`src/rtl/i2c_master_burst.sv`:
```
// Single-master I2C burst engine: register-addressed write and read bursts
// over open-drain SDA/SCL, with ACK/NACK detection and SCL stretching.
module i2c_master_burst #(
    parameter int CLK_DIV        = 4,
    parameter int REG_ADDR_BYTES = 1,
    parameter int MAX_BURST      = 16
) (
    input  logic                           dclk,
    input  logic                           rst,
    input  logic                           start,
    input  logic                           rw,
    input  logic [6:0]                     slv_addr,
    input  logic [8*REG_ADDR_BYTES-1:0]    reg_addr,
    input  logic [$clog2(MAX_BURST+1)-1:0] byte_cnt,
    input  logic [7:0]                     wr_data,
    output logic                           wr_req,
    output logic [7:0]                     rd_data,
    output logic                           rd_valid,
    output logic                           busy,
    output logic                           done,
    output logic                           nack,
    input  logic                           sda_i,
    output logic                           sda_oe,
    input  logic                           scl_i,
    output logic                           scl_oe
);

    localparam int CW = $clog2(MAX_BURST+1);
    localparam int RW = 8*REG_ADDR_BYTES;
    localparam int QW = $clog2(CLK_DIV);

    typedef enum logic [3:0] {
        S_IDLE, S_START, S_ADDR, S_REG, S_WDATA,
        S_RSTART, S_RADDR, S_RDATA, S_STOP
    } state_t;

    state_t        state;
    logic [1:0]    q;
    logic [QW-1:0] qc;
    logic [3:0]    bitn;
    logic [7:0]    sh;
    logic [7:0]    wbuf;
    logic [RW-1:0] reg_q;
    logic [0:0]    ridx;
    logic [CW-1:0] left;
    logic          rw_q;
    logic [6:0]    slv_q;
    logic          ack_bad;
    logic          nack_hit;

    logic hold, qend, slot_end, sample;
    logic is_tx, last_reg, prefetch;
    logic sda_nx, scl_nx;

    // A stretching slave freezes the quarter counter while SCL is released in q2
    assign hold     = (q == 2'd2) && !scl_oe && !scl_i;
    assign qend     = !hold && (qc == QW'(CLK_DIV-1));
    assign slot_end = qend && (q == 2'd3);
    assign sample   = qend && (q == 2'd2);
    assign is_tx    = state inside {S_ADDR, S_REG, S_WDATA, S_RADDR};
    assign last_reg = (ridx == 1'(REG_ADDR_BYTES-1));

    // Next write byte is fetched during the ACK slot preceding its WDATA byte
    assign prefetch = slot_end && (bitn == 4'd7) &&
                      ((state == S_REG && last_reg && !rw_q && left != '0) ||
                       (state == S_WDATA && left > CW'(1)));

    always_comb begin
        sda_nx = 1'b0;
        scl_nx = 1'b0;
        unique case (state)
            S_IDLE: begin
                sda_nx = 1'b0;
                scl_nx = 1'b0;
            end
            S_START: begin
                sda_nx = q[1];
                scl_nx = (q == 2'd3);
            end
            S_RSTART: begin
                sda_nx = q[1];
                scl_nx = (q == 2'd0) || (q == 2'd3);
            end
            S_STOP: begin
                sda_nx = (q != 2'd3);
                scl_nx = (q == 2'd0);
            end
            S_ADDR, S_REG, S_WDATA, S_RADDR, S_RDATA: begin
                scl_nx = !q[1];
                if (bitn == 4'd8)
                    sda_nx = (state == S_RDATA) && (left > CW'(1));
                else
                    sda_nx = is_tx && !sh[7];
            end
            default: begin
                sda_nx = 1'b0;
                scl_nx = 1'b0;
            end
        endcase
    end

    always_ff @(posedge dclk) begin
        if (rst) begin
            state    <= S_IDLE;
            q        <= '0;
            qc       <= '0;
            bitn     <= '0;
            sh       <= '0;
            wbuf     <= '0;
            reg_q    <= '0;
            ridx     <= '0;
            left     <= '0;
            rw_q     <= 1'b0;
            slv_q    <= '0;
            ack_bad  <= 1'b0;
            nack_hit <= 1'b0;
            wr_req   <= 1'b0;
            rd_data  <= '0;
            rd_valid <= 1'b0;
            busy     <= 1'b0;
            done     <= 1'b0;
            nack     <= 1'b0;
            sda_oe   <= 1'b0;
            scl_oe   <= 1'b0;
        end else begin
            done     <= 1'b0;
            wr_req   <= 1'b0;
            rd_valid <= 1'b0;
            sda_oe   <= sda_nx;
            scl_oe   <= scl_nx;
            if (wr_req)
                wbuf <= wr_data;
            if (state == S_IDLE) begin
                if (start) begin
                    state    <= S_START;
                    q        <= '0;
                    qc       <= '0;
                    bitn     <= '0;
                    rw_q     <= rw;
                    slv_q    <= slv_addr;
                    reg_q    <= reg_addr;
                    left     <= (byte_cnt > CW'(MAX_BURST)) ? CW'(MAX_BURST) : byte_cnt;
                    busy     <= 1'b1;
                    nack     <= 1'b0;
                    nack_hit <= 1'b0;
                    ack_bad  <= 1'b0;
                end
            end else begin
                if (!hold) begin
                    if (qc == QW'(CLK_DIV-1)) begin
                        qc <= '0;
                        q  <= q + 2'd1;
                    end else begin
                        qc <= qc + 1'b1;
                    end
                end
                if (sample) begin
                    if (state == S_RDATA && bitn != 4'd8) begin
                        sh <= {sh[6:0], sda_i};
                        if (bitn == 4'd7) begin
                            rd_data  <= {sh[6:0], sda_i};
                            rd_valid <= 1'b1;
                        end
                    end
                    if (is_tx && bitn == 4'd8) begin
                        ack_bad <= sda_i;
                        if (sda_i)
                            nack_hit <= 1'b1;
                    end
                end
                if (prefetch)
                    wr_req <= 1'b1;
                if (slot_end) begin
                    unique case (state)
                        S_START: begin
                            state <= S_ADDR;
                            sh    <= {slv_q, 1'b0};
                            bitn  <= '0;
                        end
                        S_RSTART: begin
                            state <= S_RADDR;
                            sh    <= {slv_q, 1'b1};
                            bitn  <= '0;
                        end
                        S_STOP: begin
                            state <= S_IDLE;
                            busy  <= 1'b0;
                            done  <= 1'b1;
                            nack  <= nack_hit;
                        end
                        S_ADDR, S_REG, S_WDATA, S_RADDR, S_RDATA: begin
                            if (bitn != 4'd8) begin
                                bitn <= bitn + 4'd1;
                                if (is_tx)
                                    sh <= {sh[6:0], 1'b0};
                            end else begin
                                bitn <= '0;
                                if (is_tx && ack_bad) begin
                                    state <= S_STOP;
                                end else if (state == S_ADDR) begin
                                    state <= S_REG;
                                    sh    <= reg_q[RW-1 -: 8];
                                    reg_q <= reg_q << 8;
                                    ridx  <= '0;
                                end else if (state == S_REG) begin
                                    if (!last_reg) begin
                                        sh    <= reg_q[RW-1 -: 8];
                                        reg_q <= reg_q << 8;
                                        ridx  <= ridx + 1'b1;
                                    end else if (left == '0) begin
                                        state <= S_STOP;
                                    end else if (rw_q) begin
                                        state <= S_RSTART;
                                    end else begin
                                        state <= S_WDATA;
                                        sh    <= wbuf;
                                    end
                                end else if (state == S_WDATA) begin
                                    left <= left - 1'b1;
                                    if (left > CW'(1))
                                        sh <= wbuf;
                                    else
                                        state <= S_STOP;
                                end else if (state == S_RADDR) begin
                                    state <= S_RDATA;
                                end else begin
                                    left <= left - 1'b1;
                                    if (left <= CW'(1))
                                        state <= S_STOP;
                                end
                            end
                        end
                        default: state <= S_IDLE;
                    endcase
                end
            end
        end
    end

endmodule

```
`config.mk`:
```
export PLATFORM = sky130hd
export DESIGN_NAME = i2c_master_burst
export DESIGN_NICKNAME = d
export VERILOG_FILES = /design/src/rtl/i2c_master_burst.sv
export SDC_FILE = /design/constraint.sdc
export NUM_CORES = 1
export LEC_CHECK = 0
export BUFFER_PORTS_ARGS = -buffer_cell sky130_fd_sc_hd__buf_2
export CAP_MARGIN = 40
export CORE_MARGIN = 2
export CORE_UTILIZATION = 58
export DETAILED_ROUTE_END_ITERATION = 16
export PLACE_DENSITY = 0.84
export SLEW_MARGIN = 40
export SYNTH_ARGS = -nofsm -noshare
export SYNTH_HDL_FRONTEND = slang
export SYNTH_SLANG_ARGS = --single-unit
export TNS_END_PERCENT = 100
```
`constraint.sdc`:
```
create_clock -name dclk -period 3 [get_ports dclk]
set_input_delay 0.3 -clock dclk [delete_from_list [all_inputs] [get_ports dclk]]
set_output_delay 0.3 -clock dclk [all_outputs]
set_load 0.02 [all_outputs]
```
==> impl_metrics.env, run 1 <==
export IMPL_status="finished clean"
export IMPL_grt_pass1_wl_um=18300
export IMPL_rsz0062_at_grt="false"
export IMPL_die_w_um=86.3
export IMPL_design_area_um2=4410
export IMPL_r2r_cells=6
export IMPL_ys_warn_count=0
export IMPL_period_needed_ns=2.58
export IMPL_synth_seq_cells=66
export IMPL_cp_data_required_time_ns=3.28
export IMPL_yosysSeqAreaShare_pct=33.6
export IMPL_cts_root_buffer="clkbuf_8"
export IMPL_synth_ff_type="dfxtp_1"
export IMPL_rr_startpoint="q[1]$_SDFFE_PP0P_"
export IMPL_drt_iter0_drc=469
export IMPL_syn_num_nets=524
export IMPL_nNetsFinal=565
export IMPL_drc=0
export IMPL_postCtsSetupBuffers=0
export IMPL_syn_area_um2=3930
export IMPL_fp_dieArea_um2=7450
export IMPL_dp_hpwl_um=8320
export IMPL_ctsResizeCount=0
export IMPL_crit_path_end="reg_q[1]$_SDFFE_PP0P_"
export IMPL_track_usage_pct=31.1
export IMPL_drv_slew=0
export IMPL_syn_inst=481
export IMPL_finalCritPeriodShare_pct=85.8
export IMPL_ios=49
export IMPL_synth_top_area_share_pct=33.6
export IMPL_startpoint="q[1]$_SDFFE_PP0P_"
export IMPL_cts_made_buffers=9
export IMPL_synth_most_common_cell="dfxtp_1"
export IMPL_synth_common_cells="dfxtp_1 (66), a21oi_1 (48), nor2_1 (37)"
export IMPL_drive_gt1_share_pct=17.7
export IMPL_clkLatencyLatePin_ns=0.35
export IMPL_io_buffer_count=48
export IMPL_diodes=0
export IMPL_async_flop_share_pct=0
export IMPL_rows=30
export IMPL_startpoint_type="register"
export IMPL_tritoncts="done"
export IMPL_start_util_pct=58.9
export IMPL_synth_edf_count=0
export IMPL_rrSetupSlack_ns=0.42
export IMPL_syn_avg_cell_area_um2=8.18
export IMPL_synth_top_area_cell="dfxtp_1"
export IMPL_yosys_top_cells_area="dfxtp_1 (34%), a21oi_1 (6.1%), mux2i_1 (5.9%)"
export IMPL_reg2reg_to="reg_q[1]$_SDFFE_PP0P_"
export IMPL_p_per_area_nw_per_um2=412
export IMPL_die_h_um=86.3
export IMPL_hold_buffers=0
export IMPL_clkSinkCount=66
export IMPL_utilization_pct=66.0
export IMPL_skew_ns=0.00714
export IMPL_worstSetupPathType="reg -> reg"
export IMPL_grt_max_degree=63
export IMPL_syn_to_final_growth_pct=12.2
export IMPL_tightest_slew_ns=0.854
export IMPL_setup_viol=0
export IMPL_routed_via_density=6.68
export IMPL_grt_ovfl_total=0
export IMPL_routedWlPerCell_um=19.0
export IMPL_drv_cap=0
export IMPL_globalplace_congestion=1.05
export IMPL_core_area_um2=6680
export IMPL_vias=4048
export IMPL_p_leak_nw=1.64
export IMPL_postRouteAntennaNets=0
export IMPL_crit_path_end_kind="register"
export IMPL_critPathMaxFanout=8
export IMPL_firstDrtPassIters=5
export IMPL_grt_pass1_vias=3573
export IMPL_cts_max_level=3
export IMPL_drt_wl_total_um=11500
export IMPL_place_area_um2=4240
export IMPL_yosysUniqueCellTypes=73
export IMPL_fmaxAchievable_ghz=0.388
export IMPL_clockBufferDepth=2
export IMPL_path_clk_slew_ns=0.07
export IMPL_cp_arrival_ns=2.85
export IMPL_timing_final_hold_violations=0
export IMPL_max_slew_margin_pct=42.6
export IMPL_grt_antenna_before_repair=0
export IMPL_fin_setup_tns_ns=0
export IMPL_ir_drop_uv=264
export IMPL_hold_path_class="in -> reg"
==> through the flow <==
stage | cells | setup slack [ns] | power [mW] | hold WS (ns)
4_1_cts | 606 | 0.496 | 1.82 | 0.184
3_3_place_gp | 591 | 0.483 | 1.16 | 0.449
3_5_place_dp | 591 | 0.492 | 1.16 | 0.449
5_1_grt | 606 | 0.262 | 1.89 | 0.192
2_1_floorplan | 481 | 0.836 | 1.09 | 0.433
6_report | 606 | 0.425 | 1.82 | 0.180
==> kinds of logic after synthesis <==
logic type	Yosys count	share of synthesized area (%)
AOI/OAI and AO/OA	162	28.0
xor gates and xnor gates	1	0.223
adders and majority gates	9	2.86
buffers and inverters	51	5.44
DFF	66	33.6
muxes	24	6.14
and+or+nand+nor	168	23.7
==> worst max-delay path, cell delays in order, from the launching register on <==
cell,delay (ns)
dfxtp_1,0.44
ha_1,0.22
nor3b_1,0.67
nor3_1,0.27
a31oi_1,0.55
o21ai_0,0.21
a21oi_1,0.15
==> cell usage in the layout (no fill, tap or decap), drive strengths merged, types with 10 or more instances in the layout <==
cell type,netlist,routed
o32ai,10,10
mux2i,23,23
o211ai,12,12
nor2,38,38
buf,12,63
nand2,35,35
nor3,15,15
clkbuf,21,13
a21oi,49,49
o21ai,29,29
dfxtp,66,66
nand3,17,17
nand4,16,16
inv,17,17
==> registers in the layout, indices dropped and copies added, names as in the netlist, 2 cells and up <==
register,flops
bitn,4
reg_q,8
q,2
qc,2
slv_q,7
left,5
wbuf,8
sh,8
state,4
rd_data,8
==> layout make-up <==
class	count	area (µm²)
multi-input cells	364	2400
fillers	575	2270
flip-flops and latches	66	1320
repair buffers	63	353
clock buffers	13	159
clock inverters	2	12.5
well taps	80	100
inverters	18	67.6
==> metal layers <==
layer	vias to the layer above	share of wire (%)	track usage, %
met1	1887	43	42.9
met5	-	0	0
met3	36	7.6	5.62
li1	1910	-	-
met2	215	47	49.2
met4	0	2.5	10.1
==> power by group <==
group	switching (mW)	internal [mW]
registers	0.0252	0.900
logic	0.139	0.0840
clock network	0.331	0.340
==> worst min-delay path by stage <==
stage,startpoint,to,slack [ns],depth (start not counted)
6_report,wr_data[6],wbuf[6]$_SDFFE_PP0P_,0.18,3
3_5_place_dp,nack_hit$_SDFFE_PP0P_,nack_hit$_SDFFE_PP0P_,0.45,2
5_1_grt,slv_addr[2],slv_q[2]$_SDFFE_PP0P_,0.19,3
3_3_place_gp,nack_hit$_SDFFE_PP0P_,nack_hit$_SDFFE_PP0P_,0.45,2
2_1_floorplan,nack_hit$_SDFFE_PP0P_,nack_hit$_SDFFE_PP0P_,0.43,2
4_1_cts,wr_data[6],wbuf[6]$_SDFFE_PP0P_,0.18,3
(Power assumes the default switching activity.)
==> inputs of run 2 (changes only) <==
- CORE_MARGIN: 2 -> 3
- PLACE_DENSITY: 0.84 -> 0.88
==> impl_metrics.env, run 2 (synthesis results as in run 1) <==
export IMPL_finalCritPeriodShare_pct=88.0
export IMPL_cts_root_buffer="clkbuf_8"
export IMPL_final_common_cell="dfxtp_1"
export IMPL_start_util_pct=60.9
export IMPL_critPathTopFamily="simple AND/OR/NAND/NOR gates"
export IMPL_nNetsFinal=566
export IMPL_fp_dieArea_um2=7800
export IMPL_grt_pass1_vias=3849
export IMPL_routed_via_density=6.89
export IMPL_multi_input_area_um2=2400
export IMPL_cts_made_buffers=9
export IMPL_path_cells="nor4_4 -> nor3_1 -> o21ai_1 -> buf_4 -> or4_1 -> a21oi_1"
export IMPL_cp_buffers_inverters=1
export IMPL_rows=29
export IMPL_firstDrtPassIters=6
export IMPL_drv_slew=0
export IMPL_clockBufferDepth=2
export IMPL_startpoint="state[2]$_SDFFE_PP0P_"
export IMPL_hold_path_class="in -> reg"
export IMPL_max_stage_delay_ns=0.88
export IMPL_setup_slack_ns=0.360
export IMPL_rsz0062_at_grt="false"
export IMPL_fillers=567
export IMPL_cts_max_level=3
export IMPL_seq_area_um2=1320
export IMPL_skew_ns=0.00590
export IMPL_core_area_um2=6460
export IMPL_drt_wl_total_um=11600
export IMPL_dp_hpwl_um=8270
export IMPL_clkLatencyLatePin_ns=0.35
export IMPL_grt_pass1_wl_um=18700
export IMPL_startpoint_type="register"
export IMPL_drv_cap=0
export IMPL_mostFrequentLayoutCells="dfxtp_1 (66), a21oi_1 (48), buf_2 (48)"
export IMPL_drive_gt1_share_pct=18.4
export IMPL_routedWlPerCell_um=19.2
export IMPL_period_needed_ns=2.64
export IMPL_syn_to_final_growth_pct=14.2
export IMPL_dp_slack_ns=0.462
export IMPL_diodes=0
export IMPL_hold_buffers=0
export IMPL_drc=0
export IMPL_ctsResizeCount=0
export IMPL_status="finished clean"
export IMPL_setup_viol=0
export IMPL_path_clk_slew_ns=0.08
export IMPL_postRouteAntennaNets=0
export IMPL_fin_setup_tns_ns=0
export IMPL_globalplace_congestion=0.988
export IMPL_timing_final_hold_violations=0
export IMPL_critPathMaxFanout=25
export IMPL_die_w_um=88.3
export IMPL_grt_antenna_before_repair=0
export IMPL_max_slew_margin_pct=43.0
export IMPL_fmaxAchievable_ghz=0.379
export IMPL_grt_ovfl_total=0
export IMPL_grt_max_degree=63
export IMPL_vias=4168
export IMPL_design_area_um2=4490
export IMPL_tightest_slew_ns=0.854
export IMPL_tritoncts="done"
export IMPL_p_total_mw=2.07
export IMPL_holdWs_ns=0.185
export IMPL_cp_slowest_cell="dfxtp_1"
export IMPL_drt_iter0_drc=528
export IMPL_p_per_area_nw_per_um2=462
export IMPL_worstSetupPathType="reg -> reg"
export IMPL_die_h_um=88.3
export IMPL_rr_startpoint="state[2]$_SDFFE_PP0P_"
export IMPL_clkSinkCount=66
export IMPL_postCtsSetupBuffers=0
export IMPL_crit_path_end_kind="register"
export IMPL_ir_drop_uv=313
export IMPL_cp_data_required_time_ns=3.28
export IMPL_cp_arrival_ns=2.92
export IMPL_track_usage_pct=30.4
export IMPL_place_area_um2=4240
export IMPL_ios=49
export IMPL_p_leak_nw=1.69
export IMPL_min_delay_start="wr_data[6]"
export IMPL_io_buffer_count=48
-- run 2: cell count changes in the layout (fill, tap and decap cells not counted) --
cell        before  now
dfxtp_1         65   66
nor3b_2          0    1
nor3b_1          3    2
clkinvlp_4       1    0
buf_4           15   16
clkbuf_1         2    0
clkbuf_8        11    9
clkinv_2         1    2
clkinv_4         0    2
dfxtp_2          1    0
bufinv_16        0    3
-- run 2: final cells by class --
| type | count | area share (%) |
|---|---|---|
| inverters | 18 | 1.51 |
| well taps | 77 | 2.15 |
| multi-input cells | 364 | 53.5 |
| clock inverters | 7 | 2.62 |
| clock buffers | 9 | 2.76 |
| repair buffers | 64 | 8.03 |
| flip-flops and latches | 66 | 29.4 |
-- run 2: report_power, final --
group / internal [mW] / total, mW / leakage (nW) / switching (mW)
sequential: 0.899 / 0.928 / 0.535 / 0.0283
clock: 0.552 / 0.920 / 0.123 / 0.368
combinational: 0.0857 / 0.227 / 1.03 / 0.141
total: 1.54 / 2.07 / 1.69 / 0.538
-- run 2: stage by stage --
| stage | cells | util, % |
|---|---|---|
| after floorplan | 481 | - |
| after global placement | 589 | 65.7 |
| after detailed placement | 589 | 65.7 |
| final | 605 | 69.5 |
| after CTS | 605 | 69.4 |
| after global routing | 605 | 69.5 |
-- run 2: worst paths after layout --
kind / cells after the start / to / slack, ns
max: 6 / bitn[3]$_SDFFE_PP0P_ / 0.36
min: 3 / wbuf[6]$_SDFFE_PP0P_ / 0.18
max reg2reg: 6 / bitn[3]$_SDFFE_PP0P_ / 0.36
min reg2reg: 2 / nack_hit$_SDFFE_PP0P_ / 0.47
-- run 2: worst min-delay path: stages --
cell and delay, ns:
buf_2 0.07, mux2i_1 0.06, nor2_1 0.07
-- run 2: metal layers --
layer	GRT usage, %	part of all wire [%]	vias up	wire [µm]
met3	7.45	10	25	1170
met1	41.5	43	1954	5000
li1	-	-	1916	-
met5	0	0	-	0
met2	47.2	45	273	5220
met4	10.2	1.8	0	213
